==> config.mk <==
export PLATFORM = sky130hd
export DESIGN_NAME = imem_loader
export DESIGN_NICKNAME = d
export VERILOG_FILES = /design/src/rtl/imem_loader.sv
export SDC_FILE = /design/constraint.sdc
export NUM_CORES = 1
export LEC_CHECK = 0
export CAP_MARGIN = 25
export CORE_MARGIN = 5
export CORE_UTILIZATION = 49
export DETAILED_ROUTE_END_ITERATION = 10
export GPL_TIMING_DRIVEN = 0
export PLACE_DENSITY = 0.79
export SKIP_CTS_REPAIR_TIMING = 1
export SYNTH_ARGS = -nofsm -noshare
export SYNTH_HDL_FRONTEND = slang
export SYNTH_SLANG_ARGS = --single-unit
==> constraint.sdc <==
create_clock -name clk -period 2.5 [get_ports clk]
set_input_delay 0.5 -clock clk [delete_from_list [all_inputs] [get_ports clk]]
set_output_delay 0.5 -clock clk [all_outputs]
set_load 0.1 [all_outputs]
==> src/rtl/imem_loader.sv <==
// ---------------------------------------------------------------------------
// imem_loader
// Write-side companion to the instruction memory. Consumes a framed byte
// stream from a host link (SYNC_BYTE, word count N, then 4*N bytes, MSB
// first), assembles big-endian 32-bit words and writes them sequentially
// into the instruction memory starting at word 0. The processor is held in
// reset through cpu_hold while a frame is being loaded.
//
// Ports:
//   clk, rst_n   - clock (rising edge) and asynchronous active-low reset
//   in_data      - stream byte
//   in_valid     - in_data valid
//   in_ready     - loader can accept a byte (transfer on valid && ready)
//   mem_we       - one-cycle write strobe to instruction memory
//   mem_addr     - word address of the write
//   mem_wdata    - assembled instruction word
//   cpu_hold     - high while a load is in progress
//   load_done    - one-cycle pulse when a frame completes
//   load_err     - sticky error (word count larger than DEPTH)
//   word_count   - words written in the current or last frame
// ---------------------------------------------------------------------------
module imem_loader #(
  parameter int           DEPTH     = 128,
  parameter int           AW        = 7,
  parameter logic [7:0]   SYNC_BYTE = 8'hA5
) (
  input  logic          clk,
  input  logic          rst_n,
  input  logic [7:0]    in_data,
  input  logic          in_valid,
  output logic          in_ready,
  output logic          mem_we,
  output logic [AW-1:0] mem_addr,
  output logic [31:0]   mem_wdata,
  output logic          cpu_hold,
  output logic          load_done,
  output logic          load_err,
  output logic [AW:0]   word_count
);

  typedef enum logic [2:0] {
    IDLE,
    LEN,
    DATA,
    WRITE,
    DONE
  } state_t;

  localparam logic [8:0] DEPTH_W = 9'(DEPTH);

  state_t      state;
  state_t      next_state;
  logic        accept;
  logic [AW:0] n_words;
  logic [AW:0] count_q;
  logic [AW:0] count_inc;
  logic [1:0]  byte_pos;
  logic [31:0] shift_q;
  logic        hold_q;
  logic        err_q;
  logic        len_too_big;

  assign accept      = in_valid && in_ready;
  assign count_inc   = count_q + (AW+1)'(1);
  assign len_too_big = ({1'b0, in_data} > DEPTH_W);

  // State register.
  always_ff @(posedge clk or negedge rst_n) begin
    if (!rst_n) state <= IDLE;
    else        state <= next_state;
  end

  // Next-state decode. WRITE always lasts exactly one cycle, which is the
  // single bubble per word seen on the input side.
  always_comb begin
    next_state = state;
    unique case (state)
      IDLE:  if (accept && in_data == SYNC_BYTE) next_state = LEN;
      LEN: begin
        if (accept) begin
          if (in_data == 8'd0)  next_state = DONE;
          else if (len_too_big) next_state = IDLE;
          else                  next_state = DATA;
        end
      end
      DATA:  if (accept && byte_pos == 2'd3) next_state = WRITE;
      WRITE: next_state = (count_inc == n_words) ? DONE : DATA;
      DONE:  next_state = IDLE;
      default: next_state = IDLE;
    endcase
  end

  // Datapath: frame length, byte assembly, word counter and the hold/error
  // flags. byte_pos wraps naturally after the fourth byte of each word.
  always_ff @(posedge clk or negedge rst_n) begin
    if (!rst_n) begin
      n_words  <= '0;
      count_q  <= '0;
      byte_pos <= '0;
      shift_q  <= '0;
      hold_q   <= 1'b0;
      err_q    <= 1'b0;
    end else begin
      unique case (state)
        IDLE: begin
          if (accept && in_data == SYNC_BYTE) begin
            hold_q   <= 1'b1;
            err_q    <= 1'b0;
            count_q  <= '0;
            byte_pos <= '0;
          end
        end
        LEN: begin
          if (accept && in_data != 8'd0) begin
            if (len_too_big) begin
              err_q  <= 1'b1;
              hold_q <= 1'b0;
            end else begin
              n_words <= (AW+1)'(in_data);
            end
          end
        end
        DATA: begin
          if (accept) begin
            shift_q  <= {shift_q[23:0], in_data};
            byte_pos <= byte_pos + 2'd1;
          end
        end
        WRITE: count_q <= count_inc;
        DONE:  hold_q  <= 1'b0;
        default: ;
      endcase
    end
  end

  // Outputs are decoded from registered state so they only move on a clock
  // edge or on reset.
  assign in_ready   = (state == IDLE) || (state == LEN) || (state == DATA);
  assign mem_we     = (state == WRITE);
  assign mem_addr   = count_q[AW-1:0];
  assign mem_wdata  = shift_q;
  assign load_done  = (state == DONE);
  assign cpu_hold   = hold_q;
  assign load_err   = err_q;
  assign word_count = count_q;

endmodule

==> impl_results.md <==
- Status: complete, no violations
- Slew margin rel.: 32.9%
- H-tree Lvls: 2
- Crit-path slowest cell: clkdlybuf4s50_1
- CTS tree: yes
- TritonCTS buffer count: 5
- RSZ-0062 raised after global routing: no
- Worst reg2reg startpoint: state[1]$_DFFE_PN0P_
- CP max stage delay: 1.17 ns
- Final Hold Fails: 0
- Gr ovfl total: 0
- Leading cell types by count after synthesis: 55 x dfrtp_1, 41 x mux2_2, 10 x a21oi_1, 9 x nor2_1, 8 x nand2_1
- Number of global-route vias before repair: 1822
- ANT cells: 0
- Worst EP required: 2.00 ns
- R2R Path End: mem_wdata[4]$_DFFE_PN0P_
- Final net count: 291
- Cell Rows: 26
- Ratio of cells with drive above 1 in the final layout: 25.4%
- P&R area growth vs syn: 34.8%
- DR iter-0 viols: 89
- Most frequent cell after synthesis: dfrtp_1
- Crit-path cells: clkdlybuf4s50_1
- Fmax: between 400 and 500 MHz
- Post-synthesis sequential area ratio: 54.1%
- Syn_area_per_cell: 12.2 um^2
- Minimum clock period: about 2.4 ns
- Crit path launch: word_count[7]$_DFFE_PN0P_
- Worst path bufs/invs: 1
- CP max FO: 5
- Core area: around 5100 um^2
- Cell accounting for the most synthesized area: dfrtp_1
- Primary FF master, synth: dfrtp_1
- Initial core utilization: 50.1%
- Later-pin clock latency in the skew report: 0.31 ns
- # port buffers: 62
- CP Capture Type: output port
- Final ANT Viol Nets: 0
- Die W: 82.1 um
- R2R Setup Slk: 0.24 ns
- Top delay family on crit path: buffers and inverters
- Clock Path Buffers: 2
- Antenna violations before repair: 0
- Worst-Margin Slew: approximately 1.0 ns
- Final hold slack: between 0.1 and 0.15 ns
- Top cells by area, synth: dfrtp_1 54%, mux2_2 18%, buf_4 2.1%
- Gr usage total: between 10% and 20%
- Final setup vio count: 0
- Clk pin slew, worst setup/hold paths: 0.09 ns
- Hold Path Class: input port to async pin
- Core Util, Final: 67.6%
- Net count after synthesis: around 220
- Root Buffer Master: clkbuf_8
- Sink Count: 55
- Final Cycle Share: 96.8%
- Place WS: -0.652 ns
- Cells after Synth: 208
- Yosys cell types: 38
- Pin count of the biggest net entering global routing: 40
- I/O Pins: between 60 and 70
- Vias per cell: between 5 and 6
- Drt pass-1 iters: 4
- Setup tns final: 0 ns
- Routed wire length per instance: roughly 16 um
- Setup CP Type: flop to output port
- Worst R2R Path Depth: 6
- WL final: approximately 5400 um
- Routed via count: between 1500 and 2000
- Global-route wire length before repair: 8900 um
- Clock Skews: 0.00532 ns
- Area of the mapped netlist: ~2500 um^2
- Synth top area share: a little over half
- Hpwl dp: 4060 um
- Die area: approximately 6700 um^2
- Slew Viols, Final: 0
- DR DRC count: 0
- Placer congestion estimate: 0.903
- Critical Path AT: 1.92 ns
- Critical Path Start Type: flop
- Die H: 82.1 um
- Max Cap Violations: 0
- Flops & latches, synth: 55
- YS warnings: 0
- Post-synth EDFFs: 0
- PnR worst setup slack: ~0.080 ns
- Post-synth ARST share: between 90% and 100%
[area by class of cell]
class,count,area [um^2]
multi-input combinational,136,1110
fill,412,1640
clock inverter,2,16.3
tap,70,87.6
inverter,3,15.0
clock buffer,6,72.6
buffer,13,77.6
timing repair buffer,64,679
sequential,55,1380
[flip-flops by register name, summed over array words and instances (netlist names)]
name,count
byte_pos,2
word_count,8
cpu_hold,1
n_words,8
state,3
load_err,1
mem_wdata,32
[cells by family after synthesis]
family,Yosys count,share of synthesized area [%]
DFF,55,54.1
xor gates and xnor gates,10,3.44
muxes,43,18.9
adders and majority gates,2,0.983
and+or+nand+nor,48,10.8
AOI/OAI and AO/OA,33,8.21
buffers and inverters,17,3.54
[cells in the final DEF (no fill, tap or decap), types with 3 or more instances in the layout]
cell,instances
nor2_1,9
dlymetal6s2s_1,16
clkdlybuf4s50_1,43
and3_1,4
mux2_2,41
dfrtp_1,55
nor3_1,4
buf_4,8
xnor2_1,6
clkbuf_8,5
clkbuf_1,5
o21a_1,3
a21oi_1,8
clkbuf_2,3
or3_1,3
o21ai_0,7
nand2_1,8
xor2_1,4
nand2b_1,4
nand3_1,4
a31oi_1,3
[routing by layer]
layer | global-route usage, % | up-vias | part of all wire [%]
li1 | - | 884 | -
met1 | 23.2 | 890 | 44
met2 | 28.8 | 49 | 50
met3 | 4.06 | 6 | 4.0
met4 | 4.49 | 0 | 1.6
met5 | 0 | - | 0
[worst max path at each step]
| stage | endpoint | slack, ns | cells after the start |
|---|---|---|---|
| 3_3_place_gp | mem_wdata[24]$_DFFE_PN0P_ | -0.72 | 1 |
| 5_1_grt | mem_wdata[4]$_DFFE_PN0P_ | 0.01 | 6 |
| 3_5_place_dp | mem_we | -0.65 | 6 |
| 4_1_cts | mem_we | -1.00 | 6 |
| 6_report | word_count[7] | 0.08 | 1 |
| 2_1_floorplan | word_count[3]$_DFFE_PN0P_ | 0.12 | 5 |
[metrics by stage]
stage / instance area (um^2) / std cells
floorplan: 2550 / 208
global placement: 3260 / 340
detailed placement: 3270 / 341
CTS: 3360 / 349
global route: 3430 / 349
finish: 3430 / 349
[worst register-to-register path, cell delays in order, from the launching register on]
cell,delay (ns)
dfrtp_1,0.47
inv_1,0.12
nor2_1,0.17
and3_1,0.18
clkbuf_1,0.36
clkbuf_1,0.47
mux2_2,0.40
Power is left out: the tool's default activity adds up to more than one toggle a clock period on the data nets, which glitch-free logic cannot reach.
